File: config.mk
export PLATFORM = sky130hd
export DESIGN_NAME = row_scan_controller
export DESIGN_NICKNAME = d
export VERILOG_FILES = /design/src/rtl/row_scan_controller.sv
export SDC_FILE = /design/constraint.sdc
export NUM_CORES = 1
export LEC_CHECK = 0
export ABC_AREA = 0
export ABC_CLOCK_PERIOD_IN_PS = 3900
export CORE_UTILIZATION = 24
export DETAILED_ROUTE_END_ITERATION = 6
export PLACE_DENSITY_LB_ADDON = 0.15
export SETUP_SLACK_MARGIN = 0.5
export SLEW_MARGIN = 20
export SYNTH_ARGS = -nofsm -noshare
export SYNTH_HDL_FRONTEND = slang
export SYNTH_SLANG_ARGS = --single-unit
File: constraint.sdc
create_clock -name clk -period 3.9 [get_ports clk]
set_clock_uncertainty 0.15 [all_clocks]
set_input_delay 0.585 -clock clk [delete_from_list [all_inputs] [get_ports clk]]
set_output_delay 0.585 -clock clk [all_outputs]
set_load 0.05 [all_outputs]
File: src/rtl/row_scan_controller.sv
// row_scan_controller: sole driver of the 7442 row decoder select. Scans a
// ROWS x COLS switch matrix, synchronizes and debounces the active-low column
// returns, and publishes key press/release events over a valid/ready port.
//
//   state  | meaning
//   IDLE   | scan stopped, row_sel parked at 4'hF (no row driven)
//   SETTLE | row driven, letting columns settle through the synchronizer
//   SAMPLE | capture the row's synchronized, inverted column returns
//   EMIT   | debounce one column per cycle, possibly load one event
//   HOLD   | pad the row out to DWELL cycles, then advance or stop

module row_scan_controller #(
  parameter int ROWS     = 10,
  parameter int COLS     = 8,
  parameter int SETTLE   = 4,
  parameter int DWELL    = 16,
  parameter int DEBOUNCE = 3,
  localparam int KW      = (ROWS * COLS > 1) ? $clog2(ROWS * COLS) : 1
) (
  input  logic                 clk,
  input  logic                 reset_n,
  input  logic                 enable,
  output logic [3:0]           row_sel,
  input  logic [COLS-1:0]      col_n,
  output logic                 evt_valid,
  input  logic                 evt_ready,
  output logic [KW-1:0]        evt_key,
  output logic                 evt_press,
  output logic [ROWS*COLS-1:0] key_state,
  output logic                 frame_done
);

  localparam int NK  = ROWS * COLS;
  localparam int CW  = (COLS > 1) ? $clog2(COLS) : 1;
  localparam int RCW = $clog2(DWELL + 1);

  localparam logic [2:0] IDLE   = 3'd0;
  localparam logic [2:0] SETTLE_S = 3'd1;
  localparam logic [2:0] SAMPLE = 3'd2;
  localparam logic [2:0] EMIT   = 3'd3;
  localparam logic [2:0] HOLD   = 3'd4;

  logic [2:0]      state;
  logic [3:0]      row;
  logic [3:0]      next_row;
  logic [RCW-1:0]  rc;
  logic [CW-1:0]   col;
  logic [COLS-1:0] sync1;
  logic [COLS-1:0] sync2;
  logic [COLS-1:0] row_raw;
  logic [2:0]      cnt [NK];
  logic [KW-1:0]   key_idx;
  logic            raw;
  logic            slot_free;
  logic            cnt_full;

  assign key_idx   = KW'(row) * KW'(COLS) + KW'(col);
  assign raw       = row_raw[col];
  assign slot_free = !evt_valid || evt_ready;
  // The key has now differed for DEBOUNCE consecutive scans.
  assign cnt_full  = ({1'b0, cnt[key_idx]} + 4'd1) >= 4'(DEBOUNCE);
  assign next_row  = (row == 4'(ROWS - 1)) ? 4'd0 : row + 4'd1;

  // Two-flop synchronizer for the asynchronous column returns (idle = released).
  always_ff @(posedge clk or negedge reset_n) begin
    if (!reset_n) begin
      sync1 <= '1;
      sync2 <= '1;
    end else begin
      sync1 <= col_n;
      sync2 <= sync1;
    end
  end

  // Row sequencer: every row lasts exactly DWELL cycles; enable only checked at row end.
  always_ff @(posedge clk or negedge reset_n) begin
    if (!reset_n) begin
      state      <= IDLE;
      row        <= '0;
      rc         <= '0;
      col        <= '0;
      row_sel    <= 4'hF;
      row_raw    <= '0;
      frame_done <= 1'b0;
    end else begin
      frame_done <= 1'b0;
      case (state)
        IDLE: begin
          if (enable) begin
            state   <= SETTLE_S;
            row     <= '0;
            row_sel <= '0;
            rc      <= '0;
          end
        end
        SETTLE_S: begin
          rc <= rc + 1'b1;
          if (rc == RCW'(SETTLE - 1)) state <= SAMPLE;
        end
        SAMPLE: begin
          rc      <= rc + 1'b1;
          row_raw <= ~sync2;
          col     <= '0;
          state   <= EMIT;
        end
        EMIT: begin
          rc <= rc + 1'b1;
          if (col == CW'(COLS - 1)) state <= HOLD;
          else                      col   <= col + 1'b1;
        end
        HOLD: begin
          if (rc == RCW'(DWELL - 1)) begin
            rc  <= '0;
            row <= next_row;
            if (row == 4'(ROWS - 1)) frame_done <= 1'b1;
            if (enable) begin
              state   <= SETTLE_S;
              row_sel <= next_row;
            end else begin
              state   <= IDLE;
              row_sel <= 4'hF;
            end
          end else begin
            rc <= rc + 1'b1;
          end
        end
        default: begin
          state   <= IDLE;
          row_sel <= 4'hF;
        end
      endcase
    end
  end

  // Per-key debounce and event slot; a key only toggles when its event is loaded.
  always_ff @(posedge clk or negedge reset_n) begin
    if (!reset_n) begin
      for (int i = 0; i < NK; i++) cnt[i] <= '0;
      key_state <= '0;
      evt_valid <= 1'b0;
      evt_key   <= '0;
      evt_press <= 1'b0;
    end else begin
      if (evt_valid && evt_ready) evt_valid <= 1'b0;
      if (state == EMIT) begin
        if (raw == key_state[key_idx]) begin
          cnt[key_idx] <= '0;
        end else if (!cnt_full) begin
          cnt[key_idx] <= cnt[key_idx] + 3'd1;
        end else if (slot_free) begin
          evt_key            <= key_idx;
          evt_press          <= raw;
          evt_valid          <= 1'b1;
          key_state[key_idx] <= ~key_state[key_idx];
          cnt[key_idx]       <= '0;
        end else begin
          // Slot busy: park at the threshold so the key retries next frame.
          cnt[key_idx] <= 3'(DEBOUNCE - 1);
        end
      end
    end
  end

endmodule

# Yosys cells after proc, flatten, opt, wreduce, memory -nomap -nowiden
# Index checks and enable logic that the tools add are counted.
# classes
magnitude_cmp,6
n_eq_ne,14
reduce_logical,16
mux,42
n_bitwise,10
add_sub_neg,6
# op_table
operator,n
240-bit two-way mux,3
240-bit AND,1
240-bit bitwise mux,1
240-bit inverter,1
160-bit AND,1
160-bit inverter,1
80-bit bitwise mux,1
80-bit OR,1
3-bit two-way mux,8
3-bit binary-select mux with 7-bit select,1
3-bit demux with 7-bit select,1
4-bit two-way mux,5
3-bit one-hot mux with 5 select lines,1
5-bit one-hot mux with 3 select lines,1
1-bit two-way mux,12
4-bit one-hot mux with 3 select lines,1
5-bit two-way mux,2
"2-bit inequality test, second input constant",5
"8-bit greater-or-equal comparator, second input constant",1
"7-bit by 8-bit < comparator with 1-bit output, second input constant",1
"8-bit by 1-bit < comparator with 1-bit output, second input constant",1
7-bit inverter with 8-bit output,1
8-bit inverter,1
4-bit one-hot mux with 2 select lines,1
other kinds (30),41
# totals
out_inout_bits,94
reg_bits,373
inputBits,12
word_cells,187

# Logic depth before layout (Yosys ltp)
# Gate-level depths: netlist (run 1).
# logic_depth
ltp_word,11
ltp_mapped,20
mapped_depth_nobuf,12

# Worst setup path after synthesis (run 1)
# OpenSTA, ideal clock, no wires.
# synth_timing
path_type,register to register
startpoint,register col[0]
endpoint,register evt_key[0]
period_less_slack_ps,4002
required_ps,3625
n_path_buf,6
slack_ps,-102
stages_incl_launch_ff,19
t_arrival_ps,3727
setup_ps,125
cell_sequence,dfrtp_1 > buf_2 > buf_2 > buf_2 > mux2_2 > a22oi_1 > a31oi_1 > nor4_1 > o31ai_4 > inv_1 > ha_1 > nand2b_1 > a221o_2 > nand2_2 > buf_6 > or3_1 > buf_6 > buf_8 > mux2_4
# synth_via
elab_chain_len,8
word_cells_on_any_way,14
classes_between,add/sub: 2; order compare: 1; eq/ne: 1; mux: 7; bitwise: 2; reduce/logical: 1
# synth_lines
item,line_no,text
from (decl),47,logic [CW-1:0] col;
from (signal assigned),109,else col <= col + 1'b1;
7-bit by 3-bit adder with 7-bit output,57,assign key_idx = KW'(row) * KW'(COLS) + KW'(col);
7-bit inverter with 8-bit output (not written as such),61,"assign cnt_full = ({1'b0, cnt[key_idx]} + 4'd1) >= 4'(DEBOUNCE);"
3-bit binary-select mux with 7-bit select,61,
3-bit two-way mux (not written as such) (2 in a row),61,
3-bit by 1-bit adder with 4-bit output,61,
4-bit by 2-bit greater-or-equal comparator with 1-bit output,61,
4-bit AND reduction (no line),n/a,
to (signal assigned),151,evt_key <= key_idx;
to (decl),27,"output logic [KW-1:0] evt_key,"
# Parallel ways exist; a longest one is shown, timed or not. The select of a mux whose other input is x is not followed.
# A chain may end at the register's enable or synchronous reset.

==> flow_summary.toml, run 1 <==
[status]
status = "complete, but fails checks"
failed_checks = "negative setup slack"

[timing]
finalMaxSlewViolations = 0
fmax_mhz = 236
worstMarginPinSlew_ns = 1.08
worst_slack_ns = -0.340
fin_tns_setup_ns = -67.86
finalSetupViolCount = 249
hold_violations = 0
rsz0062_at_grt = "yes"
slew_headroom = 0.281
min_period_over_period = 1.09
period_minus_slack_ns = 4.24
hold_ws_ns = 0.203

[route]
vias = 14700
post_drt_wl_per_cell_um = 24.0
via_per_inst = 5.09
drt-initial-drc-count = 936
drcViolationCount = 0
firstDrtPassIters = 5
wl_mm = 69.3
antenna_left = 0

[placed_design]
hpwl_mm = 47.3
gp_congestion = 0.801
numPortBuffers = 105
dp.cells = 2767

[critical_path]
end_kind = "flop"
worst_ep_arrival_time_ns = 4.57
path_buf_inv = 4
slowest_stage = "or4b_4"
cp.required_ns = 4.23
critPathMaxFanout = 7
critPathKind = "flop to flop"
rrSetupSlack_ns = -0.34
start_kind = "flop"
critPathMaxStageDelay_ns = 0.58
cp.depth = 15
r2r_start = "col[1]$_DFFE_PN0P_"
path_delay_family = "multiplexers"
critical_path.cell_chain = "buf_12, mux2_4, mux4_2, o21ai_2, a41oi_2, or4b_4, ha_4, nand2b_4, a221o_2, nand2_4, mux2i_4, buf_6, buf_12, clkbuf_16, o21ai_2"
rr_worst_depth = 15
startpoint = "col[1]$_DFFE_PN0P_"

[power_and_ir_drop]
peakVddDrop_mv = 1.18
powerDensity_mw_per_mm2 = 919
total_leakage_power_uw = 0.0105
p_total_uw = 23200

[clocking]
cts_max_level = 2
numCtsBuffers = 47
clk_pin_slew_worst_paths_ns = 0.06
cts_buffer_depth = 3
cts_sinks = 373
cts_tree = "yes"
cts-root-buf = "clkbuf_16"
clock_latency_ns = 0.60

[layout]
area_growth_syn_to_layout_pct = 38.4
regArea_sq_mm = 0.00937
fillers = 7439
antenna_cells = 0
layout-drive-gt1-share = 0.349
multiInputGateArea_sq_mm = 0.00939
nets = 1905
final_util = 0.337
stdcell_count = 2891

[min_path]
hold_path_end = "sync2[5]$_DFF_PN1_"
min_path_cells = 0
min_from = "sync1[5]$_DFF_PN1_"
min_path_type = "flop to flop"

[yosys]
synth_seq_cells = 373
syn_nets = 1666
yosys.cell_count.top_type = "dfrtp_1"
yosys-top-cells-count = "dfrtp_1 (353), nand2_1 (199), o21ai_0 (118)"
syn_area_per_cell_sq_um = 11.1
netlist.area_leader.share = 0.485
async_flop_share = 1.00
synth_area_leaders = "dfrtp_1 (49%), mux2_2 (6.3%), nand2_1 (4.1%)"
yosys.area.top_type = "dfrtp_1"
yosysSeqAreaShare = 0.514
synth-main-ff-cell = "dfrtp_1"
synth_edf_count = 0
netlist_area_sq_mm = 0.0182
ys_types = 69
ys_warn_count = 0
synth_cells = 1647

[grt]
grt_pass1_vias = 15100
grt_overflow = 0
grt_pass1_wl_mm = 104
grtUsageTotal = 0.178
antenna_found_initial = 1
grt_max_degree = 98

[floorplan]
die_y_um = 277
die_w_um = 277
core_area_sq_mm = 0.0747
io_pins = 106
die-area_sq_mm = 0.0770
rows = 100
initial_utilization = 0.244

[flow_run]
cap_violations = 0
==> worst max path at each step <==
stage,end
floorplan,evt_key[0]$_DFFE_PN0P_
global placement,flop
detailed placement,flop
CTS,cnt[216]$_DFFE_PN0P_
global route,key_state[39]$_DFFE_PN0P_
finish,flop
==> routing by layer <==
metal,global-route usage,share of wire,vias up
met5,0,0,-
met4,0.0476,0.023,0
met3,0.0227,0.035,91
met2,0.285,0.47,346
met1,0.251,0.47,7639
li1,-,-,6650
==> power breakdown <==
part / internal (uW) / switching (uW)
clock: 2610 / 1780
sequential: 4360 / 446
combinational: 5240 / 8720
total: 12200 / 11000
==> through the flow <==
stage	setup slack, ns	instance area (sq um)
2_1_floorplan	0.0668	18300
3_3_place_gp	-0.439	21800
3_5_place_dp	-0.470	21800
4_1_cts	-0.300	24500
5_1_grt	-0.451	25200
6_report	-0.340	25200
==> area by class of cell <==
class / instances / share of cell area
inverters: 9 / 0.00134
clock buffers: 72 / 0.0573
flip-flops and latches: 373 / 0.372
clock inverters: 13 / 0.00442
repair buffers: 345 / 0.145
well taps: 969 / 0.0481
multi-input cells: 1110 / 0.373
==> repair_timing <==
item                                   4_1_cts  5_1_grt
setup endpoints to repair                  249      249
buffers inserted                            21        4
hold buffers                                 1        0
endpoints found under the hold margin       45        0
pin swaps                                   36       55
gates cloned                                 8        5
resized for setup                          177      116
==> placed cells by master (no fill, tap or decap), drive strengths merged, types with 5 or more instances in the layout <==
cell type,instances
nor3b,5
nor2,45
nand2,200
nor2b,17
a22oi,55
a21oi,33
nand4,6
and3b,6
o41ai,80
clkbuf,77
nand3b,9
inv,11
o21ai,118
a221oi,14
a31oi,10
o31ai,84
nand2b,11
mux2,110
dfrtp,353
clkdlybuf4s50,104
and3,7
o22ai,5
mux4,24
o211ai,5
buf,235
and2,74
clkinv,9
a311oi,6
ha,7
dfstp,20
nand3,87
mux2i,36
==> worst register-to-register path, cell delays in order, from the launching register on <==
cell and delay (ns):
dfrtp_4 0.53, buf_12 0.17, mux2_4 0.29, mux4_2 0.52
o21ai_2 0.18, a41oi_2 0.12, or4b_4 0.58, ha_4 0.18
nand2b_4 0.12, a221o_2 0.33, nand2_4 0.12, mux2i_4 0.28
buf_6 0.13, buf_12 0.16, clkbuf_16 0.18, o21ai_2 0.06
==> kinds of logic (layout without fill, tap and decap cells) <==
logic type | after synthesis | in the layout | synth area share
flops | 373 | 373 | 0.514
simple gates | 488 | 488 | 0.133
buf+inv | 164 | 439 | 0.0423
mux | 170 | 170 | 0.119
compound gates | 443 | 443 | 0.186
fa+ha+maj | 7 | 7 | 0.00481
xor+xnor | 2 | 2 | 0.000962
No activity file was read; power rests on OpenSTA's default activity.
==> run 2: changes to the inputs <==
--- a/config.mk
+++ b/config.mk
@@ -7,6 +7,8 @@
 export LEC_CHECK = 0
 export ABC_AREA = 0
 export ABC_CLOCK_PERIOD_IN_PS = 3900
+export CELL_PAD_IN_SITES_DETAIL_PLACEMENT = 1
+export CELL_PAD_IN_SITES_GLOBAL_PLACEMENT = 1
 export CORE_UTILIZATION = 24
 export DETAILED_ROUTE_END_ITERATION = 6
 export PLACE_DENSITY_LB_ADDON = 0.15
==> run 2 against run 1 <==
The flow still finishes with violations (negative setup slack). Hold slack better by 0.0020 ns. Highest routed layer unchanged. Non-clock buffer count is 15 higher. First-iteration DRC count is 13% lower. Sequential share of layout area is 0.38 points lower. Core utilization is 0.36 points higher.
==> flow_summary.toml, run 2 (synthesized netlist as in run 1, its figures left out) <==
[grt]
grt_pass1_wl_mm = 115
grt_overflow = 0
grt_max_degree = 81
grtUsageTotal = 0.198
grt_pass1_vias = 16300
antenna_found_initial = 0

[placed_design]
hpwl_mm = 50.1
pre_cts_slack_ns = -0.749
placed_cell_area_sq_mm = 0.0216
gp_congestion = 0.807
numPortBuffers = 105

[layout]
layout-drive-gt1-share = 0.344
mostFrequentLayoutCells = "dfrtp_1 (350), nand2_1 (198), buf_4 (170)"
post-route-cell-area_sq_mm = 0.0255
fillers = 8015
final_common_cell = "dfrtp_1"
antenna_cells = 0
area_growth_syn_to_layout_pct = 39.9
nets = 1920

[clocking]
cts_tree = "yes"
cts_max_level = 2
cts_sinks = 373
numCtsBuffers = 47
clk_pin_slew_worst_paths_ns = 0.06
cts_buffer_depth = 3
cts-root-buf = "clkbuf_16"
clock_latency_ns = 0.60

[critical_path]
start_kind = "flop"
critPathMaxFanout = 7
cp.required_ns = 4.23
critPathKind = "flop to flop"
worst_ep_arrival_time_ns = 4.64
end_kind = "flop"

[floorplan]
io_pins = 106
die-area_sq_mm = 0.0770
core_area_sq_mm = 0.0747
rows = 100
die_y_um = 277
initial_utilization = 0.244
die_w_um = 277

[timing]
worst_slack_ns = -0.411
slew_headroom = 0.243
min_period_over_period = 1.11
period_minus_slack_ns = 4.31
finalMaxSlewViolations = 0
fin_tns_setup_ns = -80.41
worstMarginPinSlew_ns = 1.14
rsz0062_at_grt = "yes"
fmax_mhz = 232
finalSetupViolCount = 249
hold_ws_ns = 0.205
hold_violations = 0

[route]
post_drt_wl_per_cell_um = 26.6
via_per_inst = 5.19
drcViolationCount = 0
firstDrtPassIters = 5
wl_mm = 77.2
vias = 15000
drt-initial-drc-count = 813
antenna_left = 0

[min_path]
min_path_type = "flop to flop"

[status]
status = "complete, but fails checks"
failed_checks = "negative setup slack"

[power_and_ir_drop]
peakVddDrop_mv = 1.26
p_total_uw = 25100
total_leakage_power_uw = 0.0106
powerDensity_mw_per_mm2 = 984

[flow_run]
cap_violations = 0
## run 2: cell types whose count changed in the layout (fill, tap and decap cells not counted), moves of 4 or more
cell and change:
buf_16 +8, buf_4 -5, buf_6 +8, bufbuf_16 +4
clkbuf_8 -4, o21ai_0 +4, o21ai_1 +37, o21ai_2 -41
o31ai_1 -23, o31ai_2 +20, o41ai_1 +9, o41ai_4 -7
## run 2: power by group
group	internal (uW)	total, uW	switching [uW]
Combinational	6430	15900	9460
Clock	2590	4350	1770
Sequential	4370	4810	442
## run 2: timing repair
| item | in CTS | in global routing |
|---|---|---|
| gates cloned | 17 | 5 |
| endpoints found under the setup margin | 249 | 249 |
| setup buffers | 39 | 5 |
| pin swaps | 39 | 15 |
| gates resized for setup | 190 | 104 |
| endpoints found under the hold margin | 66 | 0 |
| hold buffers | 1 | 0 |
## run 2: path summary, 6_finish.rpt
kind / start / cells past startpoint / slack (ns) / to
min in group asynchronous: reset_n / 2 / 0.49 / cnt[191]$_DFFE_PN0P_
hold / removal: sync1[1]$_DFF_PN1_ / 0 / 0.21 / sync2[1]$_DFF_PN1_
setup / recovery: col[1]$_DFFE_PN0P_ / 16 / -0.41 / key_state[11]$_DFFE_PN0P_
max in group asynchronous: reset_n / 3 / 2.19 / sync2[3]$_DFF_PN1_
hold reg to reg: sync1[1]$_DFF_PN1_ / 0 / 0.21 / sync2[1]$_DFF_PN1_
setup reg to reg: col[1]$_DFFE_PN0P_ / 16 / -0.41 / key_state[11]$_DFFE_PN0P_
## run 2: final cells by class
| cell class | instances | area [sq um] | area share |
|---|---|---|---|
| inverters | 9 | 37.5 | 0.00147 |
| clock buffers | 69 | 1390 | 0.0547 |
| clock inverters | 9 | 110 | 0.00432 |
| repair buffers | 360 | 4040 | 0.159 |
| flip-flops and latches | 373 | 9370 | 0.368 |
| well taps | 969 | 1210 | 0.0476 |
| multi-input cells | 1110 | 9300 | 0.365 |
## run 2: critical path, cell delays in order, from the launching register on
cell       delay [ns]
dfrtp_4          0.49
buf_4            0.16
buf_6            0.12
and3b_2          0.27
buf_12           0.17
buf_4            0.17
a22oi_1          0.19
nand4_1          0.33
a2111oi_4        0.45
nand4_1          0.13
buf_4            0.17
mux2i_4          0.21
or3_4            0.46
buf_12           0.16
buf_4            0.15
buf_16           0.14
o31ai_2          0.23
## run 2: layer usage
layer / track usage / up-vias / part of all wire
met1: 0.277 / 8021 / 0.47
met4: 0.0439 / 0 / 0.018
met2: 0.329 / 275 / 0.48
met3: 0.0208 / 93 / 0.030
li1: - / 6659 / -
met5: 0 / - / 0
## run 2: per-stage QoR
step	utilization	std cells
after floorplan	-	1647
after global placement	0.289	2754
after detailed placement	0.289	2754
after global routing	0.341	2899
after CTS	0.332	2889
final	0.341	2899
